**config.mk**
```make
export PLATFORM = sky130hd
export DESIGN_NAME = mdio_arbiter_flat
export DESIGN_NICKNAME = d
export VERILOG_FILES = /design/src/rtl/mdio_arbiter_pkg.sv /design/src/rtl/mdio_arbiter_if.sv /design/src/rtl/mdio_arbiter_rr_arb.sv /design/src/rtl/mdio_arbiter.sv /design/src/flat_wrapper.sv
export SDC_FILE = /design/constraint.sdc
export NUM_CORES = 1
export LEC_CHECK = 0
export ABC_AREA = 1
export BUFFER_PORTS_ARGS = -buffer_cell sky130_fd_sc_hd__buf_4
export CAP_MARGIN = 20
export CORE_MARGIN = 1.5
export CORE_UTILIZATION = 49
export DETAILED_ROUTE_END_ITERATION = 10
export GPL_ROUTABILITY_DRIVEN = 0
export PLACE_DENSITY = 0.8
export SLEW_MARGIN = 20
export SYNTH_ARGS = -nofsm -noshare
export SYNTH_HDL_FRONTEND = slang
export SYNTH_SLANG_ARGS = --single-unit
export TNS_END_PERCENT = 20
```
**constraint.sdc**
```tcl
create_clock -name clk -period 1.8 [get_ports clk]
set_clock_uncertainty 0.2 [all_clocks]
set_input_delay 0.18 -clock clk [delete_from_list [all_inputs] [get_ports clk]]
set_output_delay 0.18 -clock clk [all_outputs]
set_load 0.01 [all_outputs]
```
**src/rtl/mdio_arbiter_pkg.sv**
```systemverilog
// Shared types for the MDIO arbiter slice: frame layout,
// clause-22 field codes and the sequencer state encoding.
package mdio_pkg;

   localparam logic [1:0] ST_SOF = 2'b01;
   localparam logic [1:0] OP_WR  = 2'b01;
   localparam logic [1:0] OP_RD  = 2'b10;

   // Clause-22 frame, MSB first: ST, OP, PHYAD, REGAD, TA, DATA
   typedef struct packed {
      logic [1:0]  st;
      logic [1:0]  op;
      logic [4:0]  phyad;
      logic [4:0]  regad;
      logic [1:0]  ta;
      logic [15:0] data;
   } frame_t;

   typedef enum logic [2:0] {
      IDLE,
      CHECK,
      START,
      WAIT_OE,
      BUSY,
      DONE
   } state_t;

   function automatic logic frame_ok(input logic [1:0] st,
                                     input logic [1:0] op);
      return (st == ST_SOF) && ((op == OP_WR) || (op == OP_RD));
   endfunction

endpackage

```
**src/rtl/mdio_arbiter_if.sv**
```systemverilog
// Requester and controller signals of the MDIO arbiter.
// slave = arbiter side, master = clients/controller side.
interface mdio_arbiter_if;

   logic        req0;
   logic        req1;
   logic [31:0] frame0;
   logic [31:0] frame1;
   logic        done0;
   logic        done1;
   logic        err0;
   logic        err1;
   logic [15:0] rdata0;
   logic [15:0] rdata1;
   logic        mdio_start;
   logic [31:0] t_data;
   logic        mdio_oe;
   logic        data_rdy;
   logic [15:0] rd_data;
   logic        busy;

   modport slave (
      input  req0, req1, frame0, frame1,
      input  mdio_oe, data_rdy, rd_data,
      output done0, done1, err0, err1,
      output rdata0, rdata1,
      output mdio_start, t_data, busy
   );

   modport master (
      output req0, req1, frame0, frame1,
      output mdio_oe, data_rdy, rd_data,
      input  done0, done1, err0, err1,
      input  rdata0, rdata1,
      input  mdio_start, t_data, busy
   );

endinterface

```
**src/rtl/mdio_arbiter_rr_arb.sv**
```systemverilog
// Two-way round-robin arbiter; last_grant resets to port 1
// so that port 0 wins the first tie after reset.
module mdio_rr_arb (
   input  logic       clk,
   input  logic       reset,
   input  logic [1:0] i_req,
   input  logic       i_advance,
   output logic [1:0] o_grant
);

   logic r_last_grant;

   // Lone requester wins; on a tie, the port that did not win last
   always_comb begin
      o_grant = 2'b00;
      unique case (i_req)
         2'b01:   o_grant = 2'b01;
         2'b10:   o_grant = 2'b10;
         2'b11:   o_grant = r_last_grant ? 2'b01 : 2'b10;
         default: o_grant = 2'b00;
      endcase
   end

   // Remember the winner whenever a grant is actually taken
   always_ff @(posedge clk or negedge reset) begin
      if (!reset)
         r_last_grant <= 1'b1;
      else if (i_advance && (|o_grant))
         r_last_grant <= o_grant[1];
   end

endmodule

```
**src/rtl/mdio_arbiter.sv**
```systemverilog
// Arbitrates two MDIO requesters onto one controller and
// sequences each frame through validation, start and completion.
module mdio_arbiter
   import mdio_pkg::*;
#(
   parameter int TIMEOUT_CYC = 4096
) (
   input logic           clk,
   input logic           reset,
   mdio_arbiter_if.slave bus
);

   localparam int          CW       = $clog2(TIMEOUT_CYC);
   localparam logic [CW-1:0] CNT_MAX  = CW'(TIMEOUT_CYC - 1);
   localparam logic [CW-1:0] CNT_LAST = CW'(TIMEOUT_CYC - 2);

   state_t        r_state;
   state_t        w_next;
   frame_t        r_tdata;
   logic          r_owner;
   logic          r_err;
   logic          r_oe_q;
   logic [CW-1:0] r_cnt;
   logic [15:0]   r_rdata0;
   logic [15:0]   r_rdata1;

   logic [1:0]    w_grant;
   logic          w_adv;
   logic          w_err_nx;
   logic          w_cap;
   logic          w_tmo;
   logic          w_is_rd;
   logic          w_oe_fall;

   mdio_rr_arb u_arb (
      .clk       (clk),
      .reset     (reset),
      .i_req     ({bus.req1, bus.req0}),
      .i_advance (w_adv),
      .o_grant   (w_grant)
   );

   // The counter value that becomes CNT_MAX on this edge ends the wait
   assign w_tmo     = (r_cnt == CNT_LAST);
   assign w_is_rd   = (r_tdata.op == OP_RD);
   assign w_oe_fall = r_oe_q && !bus.mdio_oe;

   // State register
   always_ff @(posedge clk or negedge reset) begin
      if (!reset)
         r_state <= IDLE;
      else
         r_state <= w_next;
   end

   // Next state, error flag and read-capture decisions
   always_comb begin
      w_next   = r_state;
      w_err_nx = r_err;
      w_cap    = 1'b0;
      w_adv    = 1'b0;
      unique case (r_state)
         IDLE: begin
            if (|w_grant) begin
               w_adv    = 1'b1;
               w_next   = CHECK;
               w_err_nx = 1'b0;
            end
         end
         CHECK: begin
            if (frame_ok(r_tdata.st, r_tdata.op)) begin
               w_next = START;
            end else begin
               w_next   = DONE;
               w_err_nx = 1'b1;
            end
         end
         START: w_next = WAIT_OE;
         WAIT_OE: begin
            if (w_tmo) begin
               w_next   = DONE;
               w_err_nx = 1'b1;
            end else if (bus.mdio_oe) begin
               w_next = BUSY;
            end
         end
         BUSY: begin
            // reads ignore the turnaround release of mdio_oe
            if (w_is_rd && bus.data_rdy) begin
               w_cap  = 1'b1;
               w_next = DONE;
            end else if (!w_is_rd && w_oe_fall) begin
               w_next = DONE;
            end else if (w_tmo) begin
               w_next   = DONE;
               w_err_nx = 1'b1;
            end
         end
         DONE:    w_next = IDLE;
         default: w_next = IDLE;
      endcase
   end

   // Frame latch, owner and error flag
   always_ff @(posedge clk or negedge reset) begin
      if (!reset) begin
         r_tdata <= '0;
         r_owner <= 1'b0;
         r_err   <= 1'b0;
      end else begin
         r_err <= w_err_nx;
         if (w_adv) begin
            r_owner <= w_grant[1];
            r_tdata <= w_grant[1] ? frame_t'(bus.frame1)
                                  : frame_t'(bus.frame0);
         end
      end
   end

   // Saturating timeout counter, cleared on start
   always_ff @(posedge clk or negedge reset) begin
      if (!reset)
         r_cnt <= '0;
      else if (r_state == START)
         r_cnt <= '0;
      else if ((r_state == WAIT_OE || r_state == BUSY) &&
               (r_cnt != CNT_MAX))
         r_cnt <= r_cnt + 1'b1;
   end

   // Previous mdio_oe for falling-edge detection
   always_ff @(posedge clk or negedge reset) begin
      if (!reset)
         r_oe_q <= 1'b0;
      else
         r_oe_q <= bus.mdio_oe;
   end

   // Per-port read data, updated only by a completing read
   always_ff @(posedge clk or negedge reset) begin
      if (!reset) begin
         r_rdata0 <= '0;
         r_rdata1 <= '0;
      end else if (w_cap) begin
         if (r_owner)
            r_rdata1 <= bus.rd_data;
         else
            r_rdata0 <= bus.rd_data;
      end
   end

   assign bus.mdio_start = (r_state == START);
   assign bus.busy       = (r_state != IDLE);
   assign bus.t_data     = r_tdata;
   assign bus.done0      = (r_state == DONE) && !r_owner;
   assign bus.done1      = (r_state == DONE) &&  r_owner;
   assign bus.err0       = bus.done0 && r_err;
   assign bus.err1       = bus.done1 && r_err;
   assign bus.rdata0     = r_rdata0;
   assign bus.rdata1     = r_rdata1;

endmodule
```
**src/flat_wrapper.sv**
```systemverilog
// flat-port wrapper written by rule: the top's interface ports become plain ports
module mdio_arbiter_flat import mdio_pkg::*;
#(
   parameter int TIMEOUT_CYC = 4096
)
  (clk, reset, bus_req0, bus_req1, bus_frame0, bus_frame1, bus_mdio_oe, bus_data_rdy, bus_rd_data, bus_done0, bus_done1, bus_err0, bus_err1, bus_rdata0, bus_rdata1, bus_mdio_start, bus_t_data, bus_busy);
  mdio_arbiter_if bus_i ();
  input logic clk;
  input logic reset;
  input wire logic [$bits(bus_i.req0)-1:0] bus_req0;
  input wire logic [$bits(bus_i.req1)-1:0] bus_req1;
  input wire logic [$bits(bus_i.frame0)-1:0] bus_frame0;
  input wire logic [$bits(bus_i.frame1)-1:0] bus_frame1;
  input wire logic [$bits(bus_i.mdio_oe)-1:0] bus_mdio_oe;
  input wire logic [$bits(bus_i.data_rdy)-1:0] bus_data_rdy;
  input wire logic [$bits(bus_i.rd_data)-1:0] bus_rd_data;
  output wire logic [$bits(bus_i.done0)-1:0] bus_done0;
  output wire logic [$bits(bus_i.done1)-1:0] bus_done1;
  output wire logic [$bits(bus_i.err0)-1:0] bus_err0;
  output wire logic [$bits(bus_i.err1)-1:0] bus_err1;
  output wire logic [$bits(bus_i.rdata0)-1:0] bus_rdata0;
  output wire logic [$bits(bus_i.rdata1)-1:0] bus_rdata1;
  output wire logic [$bits(bus_i.mdio_start)-1:0] bus_mdio_start;
  output wire logic [$bits(bus_i.t_data)-1:0] bus_t_data;
  output wire logic [$bits(bus_i.busy)-1:0] bus_busy;
  assign bus_i.req0 = bus_req0;
  assign bus_i.req1 = bus_req1;
  assign bus_i.frame0 = bus_frame0;
  assign bus_i.frame1 = bus_frame1;
  assign bus_i.mdio_oe = bus_mdio_oe;
  assign bus_i.data_rdy = bus_data_rdy;
  assign bus_i.rd_data = bus_rd_data;
  assign bus_done0 = bus_i.done0;
  assign bus_done1 = bus_i.done1;
  assign bus_err0 = bus_i.err0;
  assign bus_err1 = bus_i.err1;
  assign bus_rdata0 = bus_i.rdata0;
  assign bus_rdata1 = bus_i.rdata1;
  assign bus_mdio_start = bus_i.mdio_start;
  assign bus_t_data = bus_i.t_data;
  assign bus_busy = bus_i.busy;
  mdio_arbiter #(.TIMEOUT_CYC(TIMEOUT_CYC)) u_core (.clk(clk), .reset(reset), .bus(bus_i));
endmodule
```
==> results.sh, run 1 <==
export IMPL_startpoint="u_core.r_state[2]"
export IMPL_final_setup_viol_count=1
export IMPL_powerDensity_mw_per_mm2=1370
export IMPL_synthTopCellsByArea="dfrtp_1, nand2_1, o21a_1"
export IMPL_synth_top_area_share=0.517
export IMPL_ir_worst_vdd_v=0.000809
export IMPL_synth_cell_types=28
export IMPL_core_area_mm2=0.00781
export IMPL_cts_clk_slew_worst_paths_ps=100
export IMPL_ios=156
export IMPL_dp_hpwl_um=7890
export IMPL_worst_ep_required_time_ps=1840
export IMPL_fmax_mhz=552
export IMPL_fp_dieW_um=93.0
export IMPL_maxCapViolations=0
export IMPL_nNetsFinal=814
export IMPL_antenna_left=0
export IMPL_synth_area_leader_cell="dfrtp_1"
export IMPL_ys_ff_latch=83
export IMPL_multi_input_comb_area_mm2=0.00164
export IMPL_grt_antenna_before_repair=1
export IMPL_ys_warn_count=0
export IMPL_cts_buffer_depth=2
export IMPL_numPortBuffers=155
export IMPL_viasPerCell=5.40
export IMPL_path_max_fanout=13
export IMPL_overflow=0
export IMPL_cts_sinks=83
export IMPL_initial_core_util=0.509
export IMPL_rows=32
export IMPL_finalPower_mw=8.81
export IMPL_synth_cells=478
export IMPL_hold_start="bus_frame1[5]"
export IMPL_final_cell_area_mm2=0.00644
export IMPL_max_slew_margin=0.657
export IMPL_hp_class="in2reg"
export IMPL_yosysSeqAreaShare=0.523
export IMPL_finalMaxSlewViolations=0
export IMPL_hold_violations=0
export IMPL_path_class="reg2reg"
export IMPL_period_minus_slack_ps=1810
export IMPL_wire_per_inst_um=17.0
export IMPL_drc_errors=0
export IMPL_dieArea_mm2=0.00866
export IMPL_synth_nets=567
export IMPL_dpl_cell_area_mm2=0.00533
export IMPL_tightest_slew_ps=515
export IMPL_run_status="complete, but fails checks"
export IMPL_clk_latency_ps=340
export IMPL_num_vias=4491
export IMPL_seq_area_mm2=0.00208
export IMPL_p_leak_nw=3.11
export IMPL_htree_levels=3
export IMPL_most_common_layout_cells="buf_4, nand2_1, dlygate4sd3_1, dfrtp_1"
export IMPL_cp_start_kind="flop"
export IMPL_grt_pass1_vias=4502
export IMPL_cts_tree="done"
export IMPL_drt_pre_antenna_iters=5
export IMPL_finalWirelength_um=14200
export IMPL_period_share=1.01
export IMPL_syn2layout_area_growth_pct=62.2
export IMPL_drtIter0Drc=280
export IMPL_cts_buffers=9
export IMPL_grt_pass1_wl_um=21400
export IMPL_layout_commonest_cell="buf_4"
export IMPL_avgSynthCellArea_um2=8.31
export IMPL_critPathArrivalTime_ps=1850
export IMPL_r2r_start="u_core.r_state[2]"
export IMPL_final_layout_size_suffix_gt1_frac=0.299
export IMPL_violations="setup timing"
export IMPL_fillerInstances=419
export IMPL_grt_use_total=0.318
export IMPL_worst_setup_path_end_kind="flop"
export IMPL_post_route_util=0.825
export IMPL_diodes=0
export IMPL_synth_area_mm2=0.00397
export IMPL_fp_dieH_um=93.0
export IMPL_grt_max_degree=43
export IMPL_setup_slack_ps=-10.9
export IMPL_root_buffer="clkbuf_8"
[synthesized netlist by cell type]
library cell and instances:
dfstp_2 1, nor3_4 1, o21ai_1 35, a21boi_0 1, buf_2 10, nor2_1 26, buf_6 5, ha_1 3
or2_2 2, nand2_2 3, nand3_1 40, o21ai_0 18, inv_1 42, nor2_4 1, o21bai_1 2, nor2_2 1
clkbuf_1 2, dfrtp_1 82, nand4_1 9, nand2_1 144, o211ai_1 2, buf_4 2, nor3_1 7, o21ai_2 1
o21a_1 30, a21oi_2 1, buf_1 4, a21oi_1 3
[kinds of logic (layout without fill, tap and decap cells)]
family	count (synthesis)	count (layout)	share of synthesized area
AO/OA/AOI/OAI	93	93	0.141
adder cells (fa/ha/maj)	3	3	0.00945
buffers and inverters	65	317	0.0759
flip-flops	83	83	0.523
AND/OR/NAND/NOR	234	234	0.250
[report_power, final]
part | leakage, nW | internal [mW] | switching (mW)
Sequential | 1.02 | 2.61 | 0.584
Clock | 0.103 | 0.664 | 0.746
Combinational | 1.98 | 2.03 | 2.17
[metal layers]
layer,GRT usage,wire length (um),up-vias
li1,-,-,2043
met2,0.556,7190,262
met1,0.356,5240,2133
met3,0.0862,1200,51
met5,0,13,-
met4,0.157,521,2
[area by class of cell]
cell class                      count  share of cell area
Clock inverter                      7              0.0124
Clock buffer                        9              0.0192
Timing Repair Buffer              259               0.347
Tap cell                          102              0.0198
Inverter                           42              0.0249
Sequential cell                    83               0.323
Multi-Input combinational cell    330               0.254
[final timing paths]
check | endpoint | slack (ps) | cells after the start
max | u_core.bus.t_data[21] | -10 | 6
min | u_core.bus.t_data[5] | 30 | 4
max reg2reg | u_core.bus.t_data[21] | -10 | 6
min reg2reg | u_core.bus.rdata1[12] | 300 | 2
max in group asynchronous | u_core.bus.rdata1[9] | 740 | 3
min in group asynchronous | u_core.bus.t_data[0] | 150 | 2
[sequential cells by signal, summed over array words and instances (netlist names)]
name / cells
u_core.bus.t_data: 32
u_core.bus.rdata0: 16
u_core.bus.rdata1: 16
u_core.r_cnt: 12
u_core.r_state: 3
u_core.r_err: 1
u_core.r_oe_q: 1
u_core.r_owner: 1
u_core.u_arb.r_last_grant: 1
[stage by stage]
step | hold slack, ps | setup TNS (ps) | worst slack [ps] | instances
after detailed placement | -12.3 | 0 | 3.25 | 730
after global routing | 40.1 | -70.3 | -43.6 | 832
after CTS | 8.64 | -20.7 | -10.5 | 827
after global placement | -23.6 | 0 | 48.0 | 730
final | 28.0 | -10.9 | -10.9 | 832
after floorplan | -316 | 0 | 230 | 478
[worst max-delay path: stages (launching register included)]
cell	delay, ps
dfrtp_2	520
inv_1	140
nand2_2	100
a21oi_4	210
buf_4	240
nand3_1	130
o21a_1	150
[what timing repair did]
action                     in CTS  in global routing
gates resized for setup         3                 16
buffers inserted                0                  4
hold endpoints to repair      143                  0
pin swaps                       0                  3
hold buffers                   81                  0
gates cloned                    0                  1
setup endpoints to repair       6                 50
Note: power is estimated with default switching activity, not from simulation.
==> run 2: changes to the inputs <==
--- a/config.mk
+++ b/config.mk
@@ -9,10 +9,10 @@
 export BUFFER_PORTS_ARGS = -buffer_cell sky130_fd_sc_hd__buf_4
 export CAP_MARGIN = 20
 export CORE_MARGIN = 1.5
-export CORE_UTILIZATION = 49
+export CORE_UTILIZATION = 53
 export DETAILED_ROUTE_END_ITERATION = 10
 export GPL_ROUTABILITY_DRIVEN = 0
-export PLACE_DENSITY = 0.8
+export PLACE_DENSITY = 0.86
 export SLEW_MARGIN = 20
 export SYNTH_ARGS = -nofsm -noshare
 export SYNTH_HDL_FRONTEND = slang
==> constraint.sdc (replaced) <==
create_clock -name clk -period 2.3 [get_ports clk]
set_clock_uncertainty 0.2 [all_clocks]
set_input_delay 0.23 -clock clk [delete_from_list [all_inputs] [get_ports clk]]
set_output_delay 0.23 -clock clk [all_outputs]
set_load 0.01 [all_outputs]
==> run 2 against run 1 <==
The run now ends clean. First-iteration DRC count fell by 23%. Critical path type unchanged. Critical endpoint is now u_core.r_cnt[1]. Cell area fell by 13%. Maximum frequency fell by 8.9%. Sequential power is 23% lower. Global-route usage fell by 6.4 points. Via count shrank 14%. Sequential share of layout area increased by 4.7 points. Combinational power decreased by 34%. Setup slack improved by 320 ps. Hold slack lost 24 ps. Largest power group unchanged. Critical path depth grew 3. Highest routed layer is now met4. Routed wire length decreased by 30%.
==> results.sh, run 2 (same netlist as run 1, synthesis figures left out) <==
export IMPL_run_status="finished clean"
export IMPL_htree_levels=3
export IMPL_grt_use_total=0.254
export IMPL_cts_tree="done"
export IMPL_finalMaxSlewViolations=0
export IMPL_layout_commonest_cell="buf_4"
export IMPL_cts_setup_buffers=0
export IMPL_met3_length_um=735
export IMPL_rows=31
export IMPL_nNetsFinal=738
export IMPL_worst_ep_required_time_ps=2360
export IMPL_pre_cts_slack_ps=394
export IMPL_m1WireLength_um=4010
export IMPL_setup_slack_ps=313
export IMPL_period_minus_slack_ps=1990
export IMPL_maxCapViolations=0
export IMPL_dieArea_mm2=0.00802
export IMPL_diodes=0
export IMPL_cts_buffer_depth=2
export IMPL_ir_worst_vdd_v=0.000587
export IMPL_comb_power_share=0.439
export IMPL_syn2layout_area_growth_pct=41.5
export IMPL_powerDensity_mw_per_mm2=1120
export IMPL_cts_clk_slew_worst_paths_ps=100
export IMPL_fmax_mhz=503
export IMPL_whs_ps=3.95
export IMPL_stdcell_count=753
export IMPL_grt_pass1_vias=3538
export IMPL_grt_pass1_wl_um=15800
export IMPL_dpl_cell_area_mm2=0.00519
export IMPL_cts_sinks=83
export IMPL_p_leak_nw=2.75
export IMPL_drtIter0Drc=215
export IMPL_setup_tns_ps=0
export IMPL_overflow=0
export IMPL_wire_per_inst_um=13.2
export IMPL_hp_class="in2reg"
export IMPL_num_vias=3864
export IMPL_clockPowerShare=0.171
export IMPL_core_area_mm2=0.00725
export IMPL_placed_cells=714
export IMPL_grt_antenna_before_repair=0
export IMPL_critPathArrivalTime_ps=2040
export IMPL_post_route_util=0.775
export IMPL_max_slew_margin=0.371
export IMPL_largest_reg_flops=32
export IMPL_path_class="reg2reg"
export IMPL_worst_setup_path_end_kind="flop"
export IMPL_hold_violations=0
export IMPL_period_share=0.864
export IMPL_cp_start_kind="flop"
export IMPL_drt_pre_antenna_iters=4
export IMPL_fp_dieH_um=89.6
export IMPL_numPortBuffers=155
export IMPL_tightest_slew_ps=943
export IMPL_power_frac_seq=0.389
export IMPL_initial_core_util=0.548
export IMPL_final_cell_area_mm2=0.00562
export IMPL_viasPerCell=5.13
export IMPL_fp_dieW_um=89.6
export IMPL_route_top_layer_used="met4"
export IMPL_dp_hpwl_um=7040
export IMPL_most_common_layout_cells="buf_4, nand2_1, dfrtp_1, inv_1, nand3_1"
export IMPL_path_max_fanout=13
export IMPL_rsz0062_at_grt="false"
export IMPL_root_buffer="clkbuf_8"
export IMPL_finalPower_mw=6.29
export IMPL_wl_met2_um=4950
export IMPL_p_int_mw=3.90
export IMPL_cts_buffers=9
export IMPL_clk_latency_ps=350
export IMPL_drc_errors=0
export IMPL_ios=156
export IMPL_antenna_left=0
export IMPL_grt_max_degree=68
export IMPL_sw_frac_of_total=0.380
export IMPL_final_setup_viol_count=0
export IMPL_p_sw_mw=2.39
export IMPL_final_layout_size_suffix_gt1_frac=0.286
export IMPL_finalWirelength_um=9920
run 2: cell type report:
cell class / count / area [um^2]
flip-flops and latches: 83 / 2080
fillers: 485 / 1630
multi-input cells: 330 / 1600
repair buffers: 183 / 1460
inverters: 42 / 158
clock buffers: 9 / 124
well taps: 99 / 124
clock inverters: 7 / 82.6
run 2: what timing repair did:
action                     4_1_cts  5_1_grt
resized for setup                0        0
hold endpoints to repair        81        0
hold buffers                    23        0
setup endpoints to repair        0        0
run 2: worst max-delay path, stage by stage (launching register included):
cell and delay [ps]:
dfrtp_1 410, ha_1 210, inv_1 100, nor2_1 190
nand3_1 120, nand2_2 210, nand2_1 150, inv_1 160
nand2_1 70, o21ai_0 80
run 2: path summary, 6_finish.rpt:
path,start,end,slack [ps],cells past startpoint
max,u_core.r_cnt[1],u_core.r_cnt[1],310,9
min,bus_frame1[21],u_core.bus.t_data[21],4,4
max reg2reg,u_core.r_cnt[1],u_core.r_cnt[1],310,9
min reg2reg,u_core.bus.rdata1[11],u_core.bus.rdata1[11],300,2
max in group asynchronous,reset,u_core.bus.t_data[18],1060,3
min in group asynchronous,reset,u_core.r_owner,230,2
run 2: power groups by stage:
stage / Clock, mW / Combinational, mW / Sequential [mW]
floorplan: 0 / 1.39 / 2.59
global placement: 0 / 2.64 / 2.44
detailed placement: 0 / 2.73 / 2.46
CTS: 1.10 / 2.77 / 2.44
global route: 1.17 / 3.06 / 2.52
finish: 1.08 / 2.76 / 2.45
run 2: per-layer routing:
layer  vias up  global-route usage
li1       1902                   -
met1      1778               0.313
met2       161               0.425
met3        23              0.0640
met4         0               0.106
met5         -                   0
